<file path="config.mk">
export PLATFORM = sky130hd
export DESIGN_NAME = rtap_core_req_ctl
export DESIGN_NICKNAME = d
export VERILOG_FILES = /design/src/rtl/rtap_core_req_ctl.sv
export SDC_FILE = /design/constraint.sdc
export NUM_CORES = 1
export LEC_CHECK = 0
export BUFFER_PORTS_ARGS = -buffer_cell sky130_fd_sc_hd__buf_4
export CAP_MARGIN = 15
export CORE_MARGIN = 3
export CORE_UTILIZATION = 32
export CTS_CLUSTER_DIAMETER = 30
export DETAILED_ROUTE_END_ITERATION = 10
export HOLD_SLACK_MARGIN = 0.06
export PLACE_DENSITY = 0.6
export SETUP_SLACK_MARGIN = 0.1
export SLEW_MARGIN = 15
export SYNTH_ARGS = -nofsm -noshare
export SYNTH_HDL_FRONTEND = slang
export SYNTH_SLANG_ARGS = --single-unit
</file>
<file path="constraint.sdc">
create_clock -name clk -period 1.85 [get_ports clk]
set_input_delay 0.2775 -clock clk [delete_from_list [all_inputs] [get_ports clk]]
set_output_delay 0.2775 -clock clk [all_outputs]
set_load 0.01 [all_outputs]
</file>
<file path="src/rtl/rtap_core_req_ctl.sv">
// Rtap-side request controller for the rtap<->core JTAG debug protocol.
// Issues a one-cycle request pulse, OR-merges the core response window, and returns it to the TAP.
`ifndef CORE_JTAG_BUS_WIDTH
`define CORE_JTAG_BUS_WIDTH 16
`endif
`ifndef JTAG_CORE_ID_WIDTH
`define JTAG_CORE_ID_WIDTH 5
`endif

module rtap_core_req_ctl #(
  parameter int WINDOW = 4
) (
  input  logic                            clk,
  input  logic                            rst,
  input  logic                            i_jtag_req_val,
  output logic                            o_jtag_req_rdy,
  input  logic [1:0]                      i_jtag_req_threadid,
  input  logic [`JTAG_CORE_ID_WIDTH-1:0]  i_jtag_req_id,
  input  logic [`CORE_JTAG_BUS_WIDTH-1:0] i_jtag_req_data,
  output logic                            o_jtag_resp_val,
  input  logic                            i_jtag_resp_ack,
  output logic [`CORE_JTAG_BUS_WIDTH-1:0] o_jtag_resp_data,
  output logic                            o_jtag_resp_multi,
  output logic                            o_rtap_core_val,
  output logic [1:0]                      o_rtap_core_threadid,
  output logic [`JTAG_CORE_ID_WIDTH-1:0]  o_rtap_core_id,
  output logic [`CORE_JTAG_BUS_WIDTH-1:0] o_rtap_core_data,
  input  logic [`CORE_JTAG_BUS_WIDTH-1:0] i_core_rtap_data
);

  localparam int BW = `CORE_JTAG_BUS_WIDTH;
  localparam logic [3:0] LAST_SAMPLE = 4'(WINDOW - 1);

  typedef enum logic [1:0] {S_IDLE, S_ISSUE, S_WAIT, S_DONE} state_t;

  state_t          r_state;
  state_t          w_next;
  logic [3:0]      r_cnt;
  logic [1:0]      r_hits;
  logic [BW-1:0]   r_acc;

  logic            w_accept;
  logic            w_last;
  logic            w_hit;
  logic [1:0]      w_hits_nxt;
  logic [BW-1:0]   w_acc_nxt;

  assign o_jtag_req_rdy = (r_state == S_IDLE);
  assign w_accept       = i_jtag_req_val && (r_state == S_IDLE);
  assign w_last         = (r_cnt == LAST_SAMPLE);
  assign w_hit          = |i_core_rtap_data;
  assign w_hits_nxt     = (r_hits == 2'd3) ? 2'd3 : r_hits + {1'b0, w_hit};
  assign w_acc_nxt      = r_acc | i_core_rtap_data;

  always_ff @(posedge clk or posedge rst) begin
    if (rst) r_state <= S_IDLE;
    else     r_state <= w_next;
  end

  always_comb begin
    w_next = r_state;
    case (r_state)
      S_IDLE:  if (w_accept) w_next = S_ISSUE;
      S_ISSUE: w_next = S_WAIT;
      S_WAIT:  if (w_last) w_next = S_DONE;
      S_DONE:  if (i_jtag_resp_ack) w_next = S_IDLE;
      default: w_next = S_IDLE;
    endcase
  end

  // Request bus defaults to zero every cycle so it is only nonzero during ISSUE.
  always_ff @(posedge clk or posedge rst) begin
    if (rst) begin
      o_rtap_core_val      <= 1'b0;
      o_rtap_core_threadid <= '0;
      o_rtap_core_id       <= '0;
      o_rtap_core_data     <= '0;
      o_jtag_resp_val      <= 1'b0;
      o_jtag_resp_data     <= '0;
      o_jtag_resp_multi    <= 1'b0;
      r_cnt                <= '0;
      r_hits               <= '0;
      r_acc                <= '0;
    end else begin
      o_rtap_core_val      <= 1'b0;
      o_rtap_core_threadid <= '0;
      o_rtap_core_id       <= '0;
      o_rtap_core_data     <= '0;
      case (r_state)
        S_IDLE: begin
          if (w_accept) begin
            o_rtap_core_val      <= 1'b1;
            o_rtap_core_threadid <= i_jtag_req_threadid;
            o_rtap_core_id       <= i_jtag_req_id;
            o_rtap_core_data     <= i_jtag_req_data;
          end
        end
        S_ISSUE: begin
          r_acc  <= '0;
          r_cnt  <= '0;
          r_hits <= '0;
        end
        S_WAIT: begin
          r_acc  <= w_acc_nxt;
          r_hits <= w_hits_nxt;
          r_cnt  <= r_cnt + 4'd1;
          if (w_last) begin
            o_jtag_resp_val   <= 1'b1;
            o_jtag_resp_data  <= w_acc_nxt;
            o_jtag_resp_multi <= w_hits_nxt[1];
          end
        end
        S_DONE: begin
          if (i_jtag_resp_ack) o_jtag_resp_val <= 1'b0;
        end
        default: ;
      endcase
    end
  end

endmodule
</file>
; ---- Word-level counts from Yosys, hierarchy flattened
; Index checks and enable logic that the tools add are counted.
[op_classes]
addsub = 2
n_eq_ne = 8
n_mux = 19
n_bitwise = 1
reduce_logical = 8
[ops]
columns = op, count
row1 = 2-to-1 mux 16 bit, 2
row2 = case mux 16 bit (2 select lines), 1
row3 = bitwise OR 16 bit, 1
row4 = OR reduction 16 bit, 1
row5 = 2-to-1 mux 2 bit, 6
row6 = 2-to-1 mux 5 bit, 2
row7 = case mux 2 bit (4 select lines), 1
row8 = case mux 4 bit (2 select lines), 1
row9 = equality test 2 bit (second input constant), 3
row10 = AND reduction 3 bit, 2
row11 = adder 4 x 1 -> 4 bit (second input constant), 1
row12 = equality test 4 x 2 -> 1 bit (second input constant), 1
row13 = 2-to-1 mux 1 bit, 4
row14 = inequality test 2 bit (second input constant), 2
row15 = case mux 2 bit (2 select lines), 1
row16 = nonzero test 2 bit, 2
row17 = adder 2 x 1 -> 2 bit, 1
row18 = equality test 2 x 1 -> 1 bit (second input constant), 1
row19 = logical NOT 2 bit, 1
row20 = inequality test 2 x 1 -> 1 bit (second input constant), 1
row21 = case mux 1 bit (2 select lines), 1
row22 = AND reduction 2 bit, 1
row23 = logical AND 1 bit, 1
[word_totals]
regBits = 66
in_bits = 43
out_inout_bits = 43
elab_cells = 49

; ---- Longest topological paths before layout
; Gate-level depths: netlist of the first run.
[depth]
depth_word = 4
ltp_mapped = 8
ltp_nobuf = 6

; ---- Worst setup path after synthesis of the first run
; Ideal clock, no wire load.
[synth_path]
kind = register to register
startpoint = reg r_state[0]
endpoint = reg r_state[1]
setup_time_ps = 125
arrival_ps = 1390
required_ps = 1725
path_slack_ps = 335
stages_incl_launch_ff = 6
path_buffers = 0
synth_period_minus_slack_ps = 1515
cell_sequence = dfrtp_1 inv_1 ha_1 inv_1 o221a_2 mux2_4
[synth_via]
elab_chain_cells = 4
word_cells_on_any_way = 10
cone_classes = eq/ne (6) / mux (1) / reduce/logical (3)
[synth_rtl]
columns = element, line
row1 = "start, declared", 36  ; state_t r_state;
row2 = "start signal, assigned", 57  ; else r_state <= w_next;
row3 = logical NOT 2 bit *, -
row4 = named net o_jtag_req_rdy, 16  ; output logic o_jtag_req_rdy,
row5 = logical AND 1 bit, 49  ; assign w_accept = i_jtag_req_val && (r_state == S_IDLE);
row6 = inequality test 2 x 1 -> 1 bit (no source line), -
row7 = AND reduction 3 bit (no source line), -
; The timed path passes the listed nets; every way through them passes the cells marked *.
; A chain may end at the register's enable or synchronous reset.

; ---- Final worst setup path of the first run
[layout_path]
startpoint = reg r_state[0]
endpoint = out o_jtag_req_rdy
[layout_via]
elab_chain_cells = 1
[layout_rtl]
columns = element, line
row1 = logical NOT 2 bit, 48  ; assign o_jtag_req_rdy = (r_state == S_IDLE);
row2 = "end, declared", 16
; No other way between the ends.

==> reports/qor.txt, run 1 <==
Area growth, synth to finish: 34.34%
Largest family of logic cells by synthesized area: simple AND/OR/NAND/NOR gates
Crit Path Class: flip-flop to primary output
Distinct cells, synth: 35
Multiplexer share of the synthesized area: 0.9294%
Ys async rst share: 100.0%
Status: finished clean
Design Power: 5.616 mW
Ys flop type: dfrtp_1
Max IR drop VDD: 0.6647 mV
Routed Antenna Nets: 0
DR DRC count: 0
CP max-delay cell: dfrtp_1
Met3 GRT Util: 7.214%
Slew margin rel.: 74.48%
Hold EP: o_jtag_resp_val
Tmin final: 1.653 ns
CP cell instances: inv_1 > ha_1 > buf_12 > buf_4
Critical Path Fanout Max: 25
CTS Sinks: 66
# setup viols final: 0
Global routing usage on met2: 19.24%
Setup_tns: 0 ns
Pre-CTS setup slack: 0.2225 ns
Standard-cell rows: 32
Post-route cell area: 3617 µm²
Area after DPL: 3425 µm²
Worst-Skew Late Latency: 0.33 ns
CP Capture Type: primary output
Compound-Gate Fraction of Synth Area: 11.85%
Slew @ Worst Pin: 0.3793 ns
Worst-path clk slew: 0.07 ns
Adder-cell area share of the yosys netlist: 2.788%
Slack of the critical path: 0.1970 ns
Synth Warn #: 0
GR Util met1: 16.42%
Syn nets: 282
Leakage: 1.776 nW
H-tree lvl count: 3
Vias in the first global route: 2035
I/O pin count: 86
Worst reg2reg setup slack: 0.22 ns
Die height: 97.73 µm
Reg-to-Reg Start: r_state[0]
Initial antenna violation count: 0
Die W: 97.73 µm
Worst-case reg-to-reg path depth: 6
EDFF count, synth: 0
First-pass GRT wire length: 9.949 mm
Max_cap viols: 0
Post-synthesis simple-gate area fraction: 17.52%
Avg Inst Size Synth: 11.56 µm²
Post-Syn Instances: 233
HPWL after DPL: 4.012 mm
Vias per cell: 4.613
Diode count: 0
RSZ-0062 raised after global routing: false
Largest net degree at the start of global routing: 67
Hold path startpoint: i_jtag_resp_ack
XOR/XNOR Fraction of Synth Area: 0%
Worst Hold Path Cells: 2
Area contributors post-synth: dfrtp_1 61%, and3_1 5.3%, nor2_1 4.9%, a21oi_2 4.2%, a21oi_1 4.1%
Slew Limit Fails: 0
Routed WL: 5.892 mm
Pwr Density: 1553 nW/µm²
Startpoint Class: flip-flop
Post-CTS setup buffer count: 0
Port Buffer Count: 85
Starting density of the core: 33.96%
Num CTS Buffers: 9
First-pass DRT Iterations: 4
Layout cells sized above 1: 42.20%
Vias: 1979
Gr busiest metal: met2
Nets: 371
Synth Register Bits: 66
Routability Congestion: 0.7130
Final hold vios: 0
FMAX: 604.9 MHz
Fin crit share: 89.35%
Hold WC Path Type: primary input to flip-flop
Clk buf depth: 2
Worst reg2reg path endpoint: o_jtag_resp_val
Biggest area consumer among synthesized cells: dfrtp_1
WP data required: 1.57 ns
Clock Skew: 0.005719 ns
Post-synthesis sequential area ratio: 61.34%
Post-synth top area share: 61.34%
WP data arrival: 1.38 ns
Root buffer cell: clkbuf_8
Core box area: 7928 µm²
Mapped cell area: 2693 µm²
GRT Util Overall: 12.92%
Die area: 9551 µm²
TritonCTS clock tree: yes
Grt ovf: 0
Starting DRT DRC Count: 69
Routed WL per cell: 13.73 µm
CP max stage delay: 0.40 ns
[routing by layer]
layer / wire, µm / vias to the layer above
li1: - / 967
met1: 2541 / 916
met2: 2673 / 90
met3: 630 / 6
met4: 47 / 0
met5: 0 / -
[sequential cells by signal (all words and copies together) (netlist names)]
signal,cells
o_jtag_resp_multi,1
r_cnt,4
o_jtag_resp_data,16
o_rtap_core_id,5
r_hits,2
o_rtap_core_data,16
r_acc,16
o_rtap_core_val,1
r_state,2
o_jtag_resp_val,1
o_rtap_core_threadid,2
[worst max-delay path, delay by kind of cell, from the launching register on]
kind | cells | cell delay [ns]
buffers and inverters | 3 | 0.41
flip-flops | 1 | 0.40
adder cells (fa/ha/maj) | 1 | 0.23
[power breakdown]
part	internal (mW)	leakage, nW	switching (mW)	total (mW)
Clock	0.510	0.0916	0.534	1.04
Sequential	1.95	0.804	0.283	2.23
Combinational	1.14	0.880	1.20	2.34
[final cells by class]
class	instances	area, µm²
clock buffers	10	137.6
repair buffers	92	743.2
fillers	770	4310
well taps	102	127.6
inverters	8	33.78
multi-input cells	145	890.9
clock inverters	6	32.53
flip-flops and latches	66	1652
[metrics by stage]
stage | util [%] | cells | hold WS, ns
6_report | 45.63 | 429 | 0.1170
5_1_grt | 45.63 | 429 | 0.1003
4_1_cts | 45.47 | 429 | 0.09635
3_5_place_dp | 43.20 | 412 | 0.4056
3_3_place_gp | 43.20 | 412 | 0.4076
2_1_floorplan | - | 233 | 0.3745
[what timing repair did]
item / 4_1_cts / 5_1_grt
gates resized for setup: 0 / 3
hold buffers: 1 / 0
setup endpoints to repair: 0 / 1
hold endpoints to repair: 66 / 0
[worst max path at each step]
stage | from | end | slack (ns)
after floorplan | r_state[0] | r_state[1] | 0.34
after global placement | i_core_rtap_data[11] | r_hits[0] | 0.19
after detailed placement | i_core_rtap_data[11] | r_hits[0] | 0.22
after CTS | r_state[0] | o_jtag_req_rdy | 0.14
after global routing | r_state[1] | o_jtag_req_rdy | 0.11
final | r_state[0] | o_jtag_req_rdy | 0.20
[placed cells by master, fill, tap and decap left out, types with 2 or more instances in the layout]
| cell type | Yosys | final |
|---|---|---|
| nand2b_1 | 2 | 2 |
| o21ai_0 | 4 | 4 |
| nand3_1 | 3 | 3 |
| and3_1 | 23 | 23 |
| clkbuf_8 | 0 | 10 |
| nor2_1 | 35 | 35 |
| clkinvlp_4 | 0 | 2 |
| clkinv_2 | 0 | 5 |
| a21oi_2 | 13 | 13 |
| inv_1 | 8 | 7 |
| buf_4 | 0 | 87 |
| ha_1 | 6 | 6 |
| dfrtp_1 | 66 | 66 |
| buf_12 | 2 | 4 |
| nor4_1 | 4 | 4 |
| a21oi_1 | 22 | 22 |
| nand2_1 | 2 | 2 |
| nor2_2 | 13 | 13 |
[synthesized netlist by cell type (6+ instances only)]
cell type  number
inv_1           8
nor2_1         35
a21oi_1        22
nor2_2         13
ha_1            6
and3_1         23
dfrtp_1        66
a21oi_2        13
[logic make-up after synthesis]
| kind of cell | Yosys count |
|---|---|
| fa+ha+maj | 6 |
| flops | 66 |
| simple gates | 89 |
| buf+inv | 22 |
| mux | 2 |
| compound gates | 48 |
(Power assumes the default switching activity.)
==> run 2, diff against run 1 <==
--- a/config.mk
+++ b/config.mk
@@ -7,7 +7,6 @@
 export LEC_CHECK = 0
 export BUFFER_PORTS_ARGS = -buffer_cell sky130_fd_sc_hd__buf_4
 export CAP_MARGIN = 15
-export CORE_MARGIN = 3
 export CORE_UTILIZATION = 32
 export CTS_CLUSTER_DIAMETER = 30
 export DETAILED_ROUTE_END_ITERATION = 10
==> run 2 against run 1 <==
Sequential share of layout area shrank 1.1 points; flip-flop and latch count is the same; global-route usage is 1.6 points higher; fmax rose by 0.43%; cell count is 1.6% higher; first-iteration DRC count increased by 51%; utilization down 0.30 points; non-clock buffer count increased by 4; largest power group unchanged.
==> reports/qor.txt, run 2 (same netlist as run 1, synthesis figures left out) <==
Die W: 93.73 µm
Routed WL: 5.860 mm
Root buffer cell: clkbuf_8
Routability Congestion: 0.7017
Clock power frac: 24.2%
Die height: 93.73 µm
Slew Limit Fails: 0
Max IR drop VDD: 0.5254 mV
Net Sw Frac: 34.01%
Min Hold Slack: 0.1345 ns
Most frequent cells in the layout: 92 x buf_4, 66 x dfrtp_1, 35 x nor2_1
Crit Path Class: flip-flop to primary output
Largest net degree at the start of global routing: 27
Most common cell after layout, fill and taps aside: buf_4
Area growth, synth to finish: 37.64%
Nets: 375
DR DRC count: 0
Starting DRT DRC Count: 104
Top Registers: o_jtag_resp_data (16), o_rtap_core_data (16), r_acc (16)
Pre-CTS setup slack: 0.08042 ns
Fin crit share: 88.97%
WP data required: 1.57 ns
FMAX: 607.5 MHz
Slew @ Worst Pin: 0.5070 ns
Tmin final: 1.646 ns
Design Power: 6.021 mW
CP Capture Type: primary output
Worst-path clk slew: 0.07 ns
Utilization after layout: 45.33%
CP cell instances: inv_1 > ha_1 > buf_8 > buf_4
Layout cells sized above 1: 42.60%
Starting density of the core: 32.94%
Clock Skew: 0.008957 ns
Hold WC Path Type: primary input to flip-flop
H-tree lvl count: 3
Port Buffer Count: 85
WP buf/inv: 3
RSZ-0062 raised after global routing: false
WP data arrival: 1.37 ns
Core box area: 8175 µm²
I/O pin count: 86
Routed Antenna Nets: 0
Area taken by flip-flops and latches: 1652 µm²
Initial antenna violation count: 0
Clk buf depth: 2
CTS Sinks: 66
Internal: 3.974 mW
Reg power frac: 37.0%
Diode count: 0
Area of the multi-input gates: 890.9 µm²
Placed insts: 419
# setup viols final: 0
Combinational Power Share: 38.8%
Die area: 8785 µm²
Critical Path Fanout Max: 25
First-pass DRT Iterations: 4
Routed WL per cell: 13.44 µm
Worst-Skew Late Latency: 0.34 ns
TritonCTS clock tree: yes
CP max-delay cell: dfrtp_1
Max_cap viols: 0
First-pass GRT wire length: 9.632 mm
Leakage: 1.815 nW
Slew margin rel.: 66.13%
Status: finished clean
Post-CTS setup buffer count: 0
Num CTS Buffers: 9
Area after DPL: 3446 µm²
Vias per cell: 4.578
CP max stage delay: 0.40 ns
Critical path's top delay family: buffers and inverters
Startpoint Class: flip-flop
Fillers: 791
Vias: 1996
Slack of the critical path: 0.2040 ns
Layout Cells excl Fill: 436
Final hold vios: 0
Standard-cell rows: 33
Pwr Density: 1625 nW/µm²
Post-route cell area: 3706 µm²
Vias in the first global route: 1980
GRT Util Overall: 14.53%
HPWL after DPL: 4.144 mm
Grt ovf: 0
Psw: 2.048 mW
Setup_tns: 0 ns
-- run 2: changes by cell type in the layout (fill, tap and decap cells not counted) --
cell       delta
clkbuf_1      +1
clkbuf_8      -1
clkinv_4      +2
buf_4         +5
clkinv_2      -5
buf_8         +1
bufinv_16     +3
buf_12        -2
-- run 2: power by group through the flow --
stage	Sequential, mW	Combinational [mW]	Clock [mW]
floorplan	2.35	1.34	0
global placement	2.24	2.28	0
detailed placement	2.26	2.31	0
CTS	2.23	2.34	1.49
global route	2.30	2.60	1.56
finish	2.23	2.33	1.46
-- run 2: cell type report --
class | count | share of cell area, %
multi-input combinational | 145 | 24.04
clock inverter | 6 | 3.106
clock buffer | 10 | 3.444
tap | 105 | 3.545
inverter | 8 | 0.9115
sequential | 66 | 44.56
timing repair buffer | 96 | 20.39
-- run 2: routing by layer --
layer	GRT usage, %	routed length (µm)	part of all wire [%]	vias up
met1	19.18	2673	46	961
met3	4.450	312	5.3	9
met5	0	0	0	-
met4	6.154	95	1.6	0
li1	-	-	-	980
met2	22.02	2778	47	46
-- run 2: what timing repair did --
item                                    CTS  global route
hold buffers                              1             0
hold endpoints to repair                 20             0
gates resized for setup                   0             2
endpoints found under the setup margin    0             1
-- run 2: worst paths after layout --
path	startpoint	end	slack, ns	depth (start not counted)
worst max-delay path	r_state[0]	o_jtag_req_rdy	0.20	4
worst min register to register	r_acc[14]	r_acc[14]	0.50	2
max in group asynchronous	rst	o_rtap_core_data[8]	0.67	4
min in group asynchronous	rst	o_jtag_resp_data[8]	0.53	3
worst max register to register	r_state[1]	r_cnt[3]	0.25	4
worst min-delay path	i_jtag_resp_ack	o_jtag_resp_val	0.13	2
